===== src/rtl/mac_psum_engine_pkg.sv =====
// Shared widths, FSM encoding and product sign-extension
// for the PE partial-sum engine.
package mac_psum_engine_pkg;

  localparam int DEF_DATA_W = 8;
  localparam int DEF_PSUM_W = 24;
  localparam int DEF_LEN_W  = 8;

  typedef enum logic [1:0] {
    S_IDLE = 2'd0,
    S_ACC  = 2'd1,
    S_OUT  = 2'd2
  } state_t;

  function automatic logic signed [DEF_PSUM_W-1:0]
    sext_prod(input logic signed [2*DEF_DATA_W-1:0] p);
    return DEF_PSUM_W'(p);
  endfunction

endpackage


===== src/rtl/mac_psum_engine_if.sv =====
// Seed / operand / result handshake bundle of the
// partial-sum engine.
interface mac_psum_engine_if #(
  parameter int DATA_W = 8,
  parameter int PSUM_W = 24,
  parameter int LEN_W  = 8
);
  logic [LEN_W-1:0]  cfg_len;
  logic              psum_in_valid;
  logic              psum_in_ready;
  logic [PSUM_W-1:0] psum_in;
  logic              in_valid;
  logic              in_ready;
  logic [DATA_W-1:0] ifmap;
  logic [DATA_W-1:0] filter;
  logic              out_valid;
  logic              out_ready;
  logic [PSUM_W-1:0] out_psum;
  logic              busy;

  modport master (
    output cfg_len, psum_in_valid, psum_in,
    output in_valid, ifmap, filter, out_ready,
    input  psum_in_ready, in_ready,
    input  out_valid, out_psum, busy
  );

  modport slave (
    input  cfg_len, psum_in_valid, psum_in,
    input  in_valid, ifmap, filter, out_ready,
    output psum_in_ready, in_ready,
    output out_valid, out_psum, busy
  );
endinterface


===== src/rtl/mac_psum_engine_mac.sv =====
// Combinational int8 x int8 + psum24 MAC; wraps modulo
// 2^PSUM_W with no saturation.
module mac_psum_engine_mac
  import mac_psum_engine_pkg::*;
(
  input  logic signed [DEF_DATA_W-1:0] ifmap,
  input  logic signed [DEF_DATA_W-1:0] filter,
  input  logic signed [DEF_PSUM_W-1:0] psum,
  output logic signed [DEF_PSUM_W-1:0] updated_psum
);
  logic signed [2*DEF_DATA_W-1:0] prod;

  assign prod         = ifmap * filter;
  assign updated_psum = psum + sext_prod(prod);
endmodule


===== src/rtl/mac_psum_engine.sv =====
// Seed -> N-product accumulate -> emit FSM wrapped
// around the MAC datapath.
module mac_psum_engine
  import mac_psum_engine_pkg::*;
#(
  parameter int DATA_W = DEF_DATA_W,
  parameter int PSUM_W = DEF_PSUM_W,
  parameter int LEN_W  = DEF_LEN_W
) (
  input logic              clk,
  input logic              rst,
  mac_psum_engine_if.slave bus
);
  state_t state, nxt;

  logic [PSUM_W-1:0] acc;
  logic [PSUM_W-1:0] acc_nxt;
  logic [LEN_W-1:0]  cnt;
  logic [LEN_W-1:0]  len_q;
  logic [DATA_W-1:0] op_a;
  logic [DATA_W-1:0] op_b;

  logic seed_fire;
  logic pair_fire;
  logic out_fire;
  logic last;

  assign op_a = bus.ifmap;
  assign op_b = bus.filter;

  mac_psum_engine_mac u_mac (
    .ifmap        (op_a),
    .filter       (op_b),
    .psum         (acc),
    .updated_psum (acc_nxt)
  );

  assign seed_fire = bus.psum_in_valid
                   & bus.psum_in_ready;
  assign pair_fire = bus.in_valid & bus.in_ready;
  assign out_fire  = bus.out_ready & bus.out_valid;
  assign last      = cnt == len_q - LEN_W'(1);

  always_ff @(posedge clk) begin
    if (rst) state <= S_IDLE;
    else     state <= nxt;
  end

  always_comb begin
    nxt = state;
    unique case (state)
      S_IDLE: if (seed_fire)
        nxt = (bus.cfg_len == '0) ? S_OUT : S_ACC;
      S_ACC: if (pair_fire && last)
        nxt = S_OUT;
      S_OUT: if (out_fire)
        nxt = S_IDLE;
      default: nxt = S_IDLE;
    endcase
  end

  // Readies depend on state only, never on valids.
  always_comb begin
    bus.psum_in_ready = 1'b0;
    bus.in_ready      = 1'b0;
    bus.out_valid     = 1'b0;
    bus.busy          = 1'b1;
    unique case (1'b1)
      (state == S_IDLE): begin
        bus.psum_in_ready = 1'b1;
        bus.busy          = 1'b0;
      end
      (state == S_ACC): bus.in_ready  = 1'b1;
      (state == S_OUT): bus.out_valid = 1'b1;
      default: bus.busy = 1'b1;
    endcase
  end

  always_ff @(posedge clk) begin
    if (rst) begin
      acc   <= '0;
      cnt   <= '0;
      len_q <= '0;
    end else if (seed_fire) begin
      acc   <= bus.psum_in;
      cnt   <= '0;
      len_q <= bus.cfg_len;
    end else if (pair_fire) begin
      acc   <= acc_nxt;
      cnt   <= cnt + LEN_W'(1);
    end
  end

  assign bus.out_psum = acc;
endmodule


===== src/flat_wrapper.sv =====
// flat-port wrapper written by rule: the top's interface ports become plain ports
module mac_psum_engine_flat import mac_psum_engine_pkg::*;
#(
  parameter int DATA_W = DEF_DATA_W,
  parameter int PSUM_W = DEF_PSUM_W,
  parameter int LEN_W  = DEF_LEN_W
)
  (clk, rst, bus_cfg_len, bus_psum_in_valid, bus_psum_in, bus_in_valid, bus_ifmap, bus_filter, bus_out_ready, bus_psum_in_ready, bus_in_ready, bus_out_valid, bus_out_psum, bus_busy);
  mac_psum_engine_if #(.DATA_W(DATA_W), .PSUM_W(PSUM_W), .LEN_W(LEN_W)) bus_i ();
  input logic clk;
  input logic rst;
  input wire logic [$bits(bus_i.cfg_len)-1:0] bus_cfg_len;
  input wire logic [$bits(bus_i.psum_in_valid)-1:0] bus_psum_in_valid;
  input wire logic [$bits(bus_i.psum_in)-1:0] bus_psum_in;
  input wire logic [$bits(bus_i.in_valid)-1:0] bus_in_valid;
  input wire logic [$bits(bus_i.ifmap)-1:0] bus_ifmap;
  input wire logic [$bits(bus_i.filter)-1:0] bus_filter;
  input wire logic [$bits(bus_i.out_ready)-1:0] bus_out_ready;
  output wire logic [$bits(bus_i.psum_in_ready)-1:0] bus_psum_in_ready;
  output wire logic [$bits(bus_i.in_ready)-1:0] bus_in_ready;
  output wire logic [$bits(bus_i.out_valid)-1:0] bus_out_valid;
  output wire logic [$bits(bus_i.out_psum)-1:0] bus_out_psum;
  output wire logic [$bits(bus_i.busy)-1:0] bus_busy;
  assign bus_i.cfg_len = bus_cfg_len;
  assign bus_i.psum_in_valid = bus_psum_in_valid;
  assign bus_i.psum_in = bus_psum_in;
  assign bus_i.in_valid = bus_in_valid;
  assign bus_i.ifmap = bus_ifmap;
  assign bus_i.filter = bus_filter;
  assign bus_i.out_ready = bus_out_ready;
  assign bus_psum_in_ready = bus_i.psum_in_ready;
  assign bus_in_ready = bus_i.in_ready;
  assign bus_out_valid = bus_i.out_valid;
  assign bus_out_psum = bus_i.out_psum;
  assign bus_busy = bus_i.busy;
  mac_psum_engine #(.DATA_W(DATA_W), .PSUM_W(PSUM_W), .LEN_W(LEN_W)) u_core (.clk(clk), .rst(rst), .bus(bus_i));
endmodule

===== config.mk =====
export PLATFORM = sky130hd
export DESIGN_NAME = mac_psum_engine_flat
export DESIGN_NICKNAME = d
export VERILOG_FILES = /design/src/rtl/mac_psum_engine_pkg.sv /design/src/rtl/mac_psum_engine_if.sv /design/src/rtl/mac_psum_engine_mac.sv /design/src/rtl/mac_psum_engine.sv /design/src/flat_wrapper.sv
export SDC_FILE = /design/constraint.sdc
export NUM_CORES = 1
export LEC_CHECK = 0
export CAP_MARGIN = 20
export CORE_MARGIN = 1.5
export CORE_UTILIZATION = 35
export CTS_CLUSTER_DIAMETER = 30
export DETAILED_ROUTE_END_ITERATION = 7
export DONT_BUFFER_PORTS = 1
export PLACE_DENSITY = 0.49
export SKIP_LAST_GASP = 1
export SYNTH_ARGS = -nofsm -noshare
export SYNTH_HDL_FRONTEND = slang
export SYNTH_HIERARCHICAL = 1
export SYNTH_SLANG_ARGS = --single-unit

===== constraint.sdc =====
create_clock -name clk -period 6.99 [get_ports clk]
set_input_delay 0.3495 -clock clk [delete_from_list [all_inputs] [get_ports clk]]
set_output_delay 0.3495 -clock clk [all_outputs]
set_load 0.005 [all_outputs]

==> flow_summary.ini <==
[outcome]
status = completed

[finish]
syn2layout_area_growth_pct = 5.74
antennaDiodeCount = 0
regArea_um2 = 841
multi_input_area_um2 = 4910
fillers = 1772
drive_gt1_share_pct = 2.54
final_nets = 841

[logic_synthesis]
yosysTopAreaCellShare_pct = 33.7
yosysSeqAreaShare_pct = 13.6
synth_area_um2 = 6170
synth_area_leaders = fa_1, dfxtp_1, ha_1
ys.flop_type = dfxtp_1
syn_nets = 853
ys_seq_elements = 42
yosys_warnings = 6
synth_edf_count = 0
async_flop_share_pct = 0
avgSynthCellArea_um2 = 9.64
ys_types = 48
synth_largest_area_cell = fa_1
synth_cells = 640

[routing]
routed-wl-met2_mm = 6.73
vias_per_cell = 5.09
wl_met3_um = 865
vias = 4351
top_layer = met4
wl_per_cell_um = 16.5
drt-initial-drc-count = 143
ant_nets = 0
met1_length_mm = 6.38
drc = 0
finalWirelength_mm = 14.1
firstDrtPassIters = 4

[global_route]
grt_pass1_wl_mm = 23.9
overflow = 0
grt_max_degree = 59
antenna_found_initial = 0
grt_use_total_pct = 16.4
grt_pass1_vias = 4653

[placement]
port_buffers = 0
place_congestion = 0.800
hpwl_mm = 12.2

[clocking]
post_cts_buffers = 0
cts_inserted_buffers = 5
cts_sinks = 42
clk_pin_slew_ns = 0.06
cts-root-buf = clkbuf_16
cts_tree = yes
cts_max_level = 2
clockBufferDepth = 2
cts.repair.resized = 0
postCtsHoldBufs = 0
insertion_delay_ns = 0.28

[critical_path]
setup.worst_path.start_class = primary input
cp.required_ns = 7.17
cp_max_fo = 16
rr_startpoint = u_core/bus.out_psum[6]$_SDFFE_PP0P_
end_kind = flip-flop
critPathKind = in2reg
crit_start = bus_ifmap[7]
worstPathArrival_ns = 5.49

[die]
die_area_um2 = 18400
die_w_um = 136
num_io_pins = 81
start_util_pct = 35.8
die_h_um = 136
rows = 48
core-area_um2 = 17200

[sta]
hold_viol = 0
fin_crit_ns = 5.31
rsz0062_at_grt = false
relSlewSlack_pct = 32.0
setup_tns_ns = 0
worst_slew_pin_slew_ns = 1.02
fin_crit_sh_pct = 75.9
finalSetupViolations = 0
finalClockSkew_ns = 0.00532
slew_viol_final = 0
fmax_mhz = 188

[min_path]
min-delay-start = rst
min_path_type = in2reg

[flow_run]
drv_cap = 0
-- cell families after synthesis --
| family | synth area share [%] |
|---|---|
| compound gates | 11.0 |
| simple gates | 13.7 |
| fa+ha+maj | 45.1 |
| flops | 13.6 |
| mux | 4.06 |
| xor+xnor | 5.68 |
| buf+inv | 6.81 |
-- per-stage QoR --
stage / worst slack, ns / instances / hold WS, ns / util, % / area (µm²)
global route: 1.35 / 854 / 0.122 / 37.8 / 6520
detailed placement: 1.37 / 846 / 0.427 / 36.9 / 6360
floorplan: 1.54 / 640 / 0.430 / - / 6170
finish: 1.68 / 854 / 0.141 / 37.8 / 6520
global placement: 1.50 / 846 / 0.425 / 36.9 / 6360
CTS: 1.65 / 854 / 0.130 / 37.8 / 6520
-- layout make-up --
| class | count | share of cell area (%) |
|---|---|---|
| Clock buffer | 7 | 2.03 |
| Timing Repair Buffer | 1 | 0.115 |
| Inverter | 85 | 4.89 |
| Multi-Input combinational cell | 493 | 75.3 |
| Sequential cell | 42 | 12.9 |
| Clock inverter | 1 | 0.460 |
| Tap cell | 225 | 4.32 |
-- sequential cells by signal, indices dropped and copies added (netlist names) --
register             cells
u_core/bus.out_psum     24
u_core/cnt               8
u_core/len_q             8
u_core/state             2
-- final timing paths --
kind                            depth (start not counted)  slack (ns)                                    to
worst max register to register                         18        1.72  u_core/bus.out_psum[21]$_SDFFE_PP0P_
worst max-delay path                                   14        1.68  u_core/bus.out_psum[23]$_SDFFE_PP0P_
worst min-delay path                                    1        0.14   u_core/bus.out_psum[2]$_SDFFE_PP0P_
worst min register to register                          1        0.46          u_core/state[0]$_SDFFE_PP0P_
-- cells in the final DEF, fill, tap and decap left out, types with 4 or more instances in the layout --
cell	instances
fa_1	104
nor2b_1	5
xor2_1	17
nand4_1	8
ha_1	56
a21o_1	9
a211oi_1	26
nor2_1	46
clkbuf_16	5
nor3_1	4
inv_1	84
and2_1	38
o21bai_1	5
xnor2_1	23
dfxtp_1	42
nand2b_1	6
nand2_1	51
mux2i_1	25
a21oi_1	28
nor4_1	4
o21ai_0	9
-- layer usage --
metal / vias to the layer above / global-route usage [%]
met3: 10 / 3.59
met1: 2177 / 21.9
li1: 2072 / -
met2: 92 / 27.6
met4: 0 / 2.81
met5: - / 0
-- critical path: stages --
cell	delay, ns
and2_1	0.76
fa_1	0.59
fa_1	0.50
fa_1	0.56
fa_1	0.41
ha_1	0.30
ha_1	0.38
a211o_1	0.33
o21ai_0	0.39
o41ai_2	0.16
a211oi_2	0.26
xnor2_1	0.14
mux2i_1	0.09
a211oi_1	0.26
-- cells in the mapped netlist, drive strengths merged (4+ instances only) --
library cell  instances
ha                   56
o21ai                 9
xor2                 17
and2                 39
a21o                  9
nand2                52
inv                  84
fa                  104
clkbuf               11
a21oi                28
nor4                  5
nor2                 46
nand2b                6
nor3                  4
nand4                 8
mux2i                25
xnor2                23
dfxtp                42
o21bai                5
a211oi               27
buf                   9
nor2b                 5
Power is not shown: default switching activity piles up to over one toggle a cycle in this logic, so the estimate is an artifact.
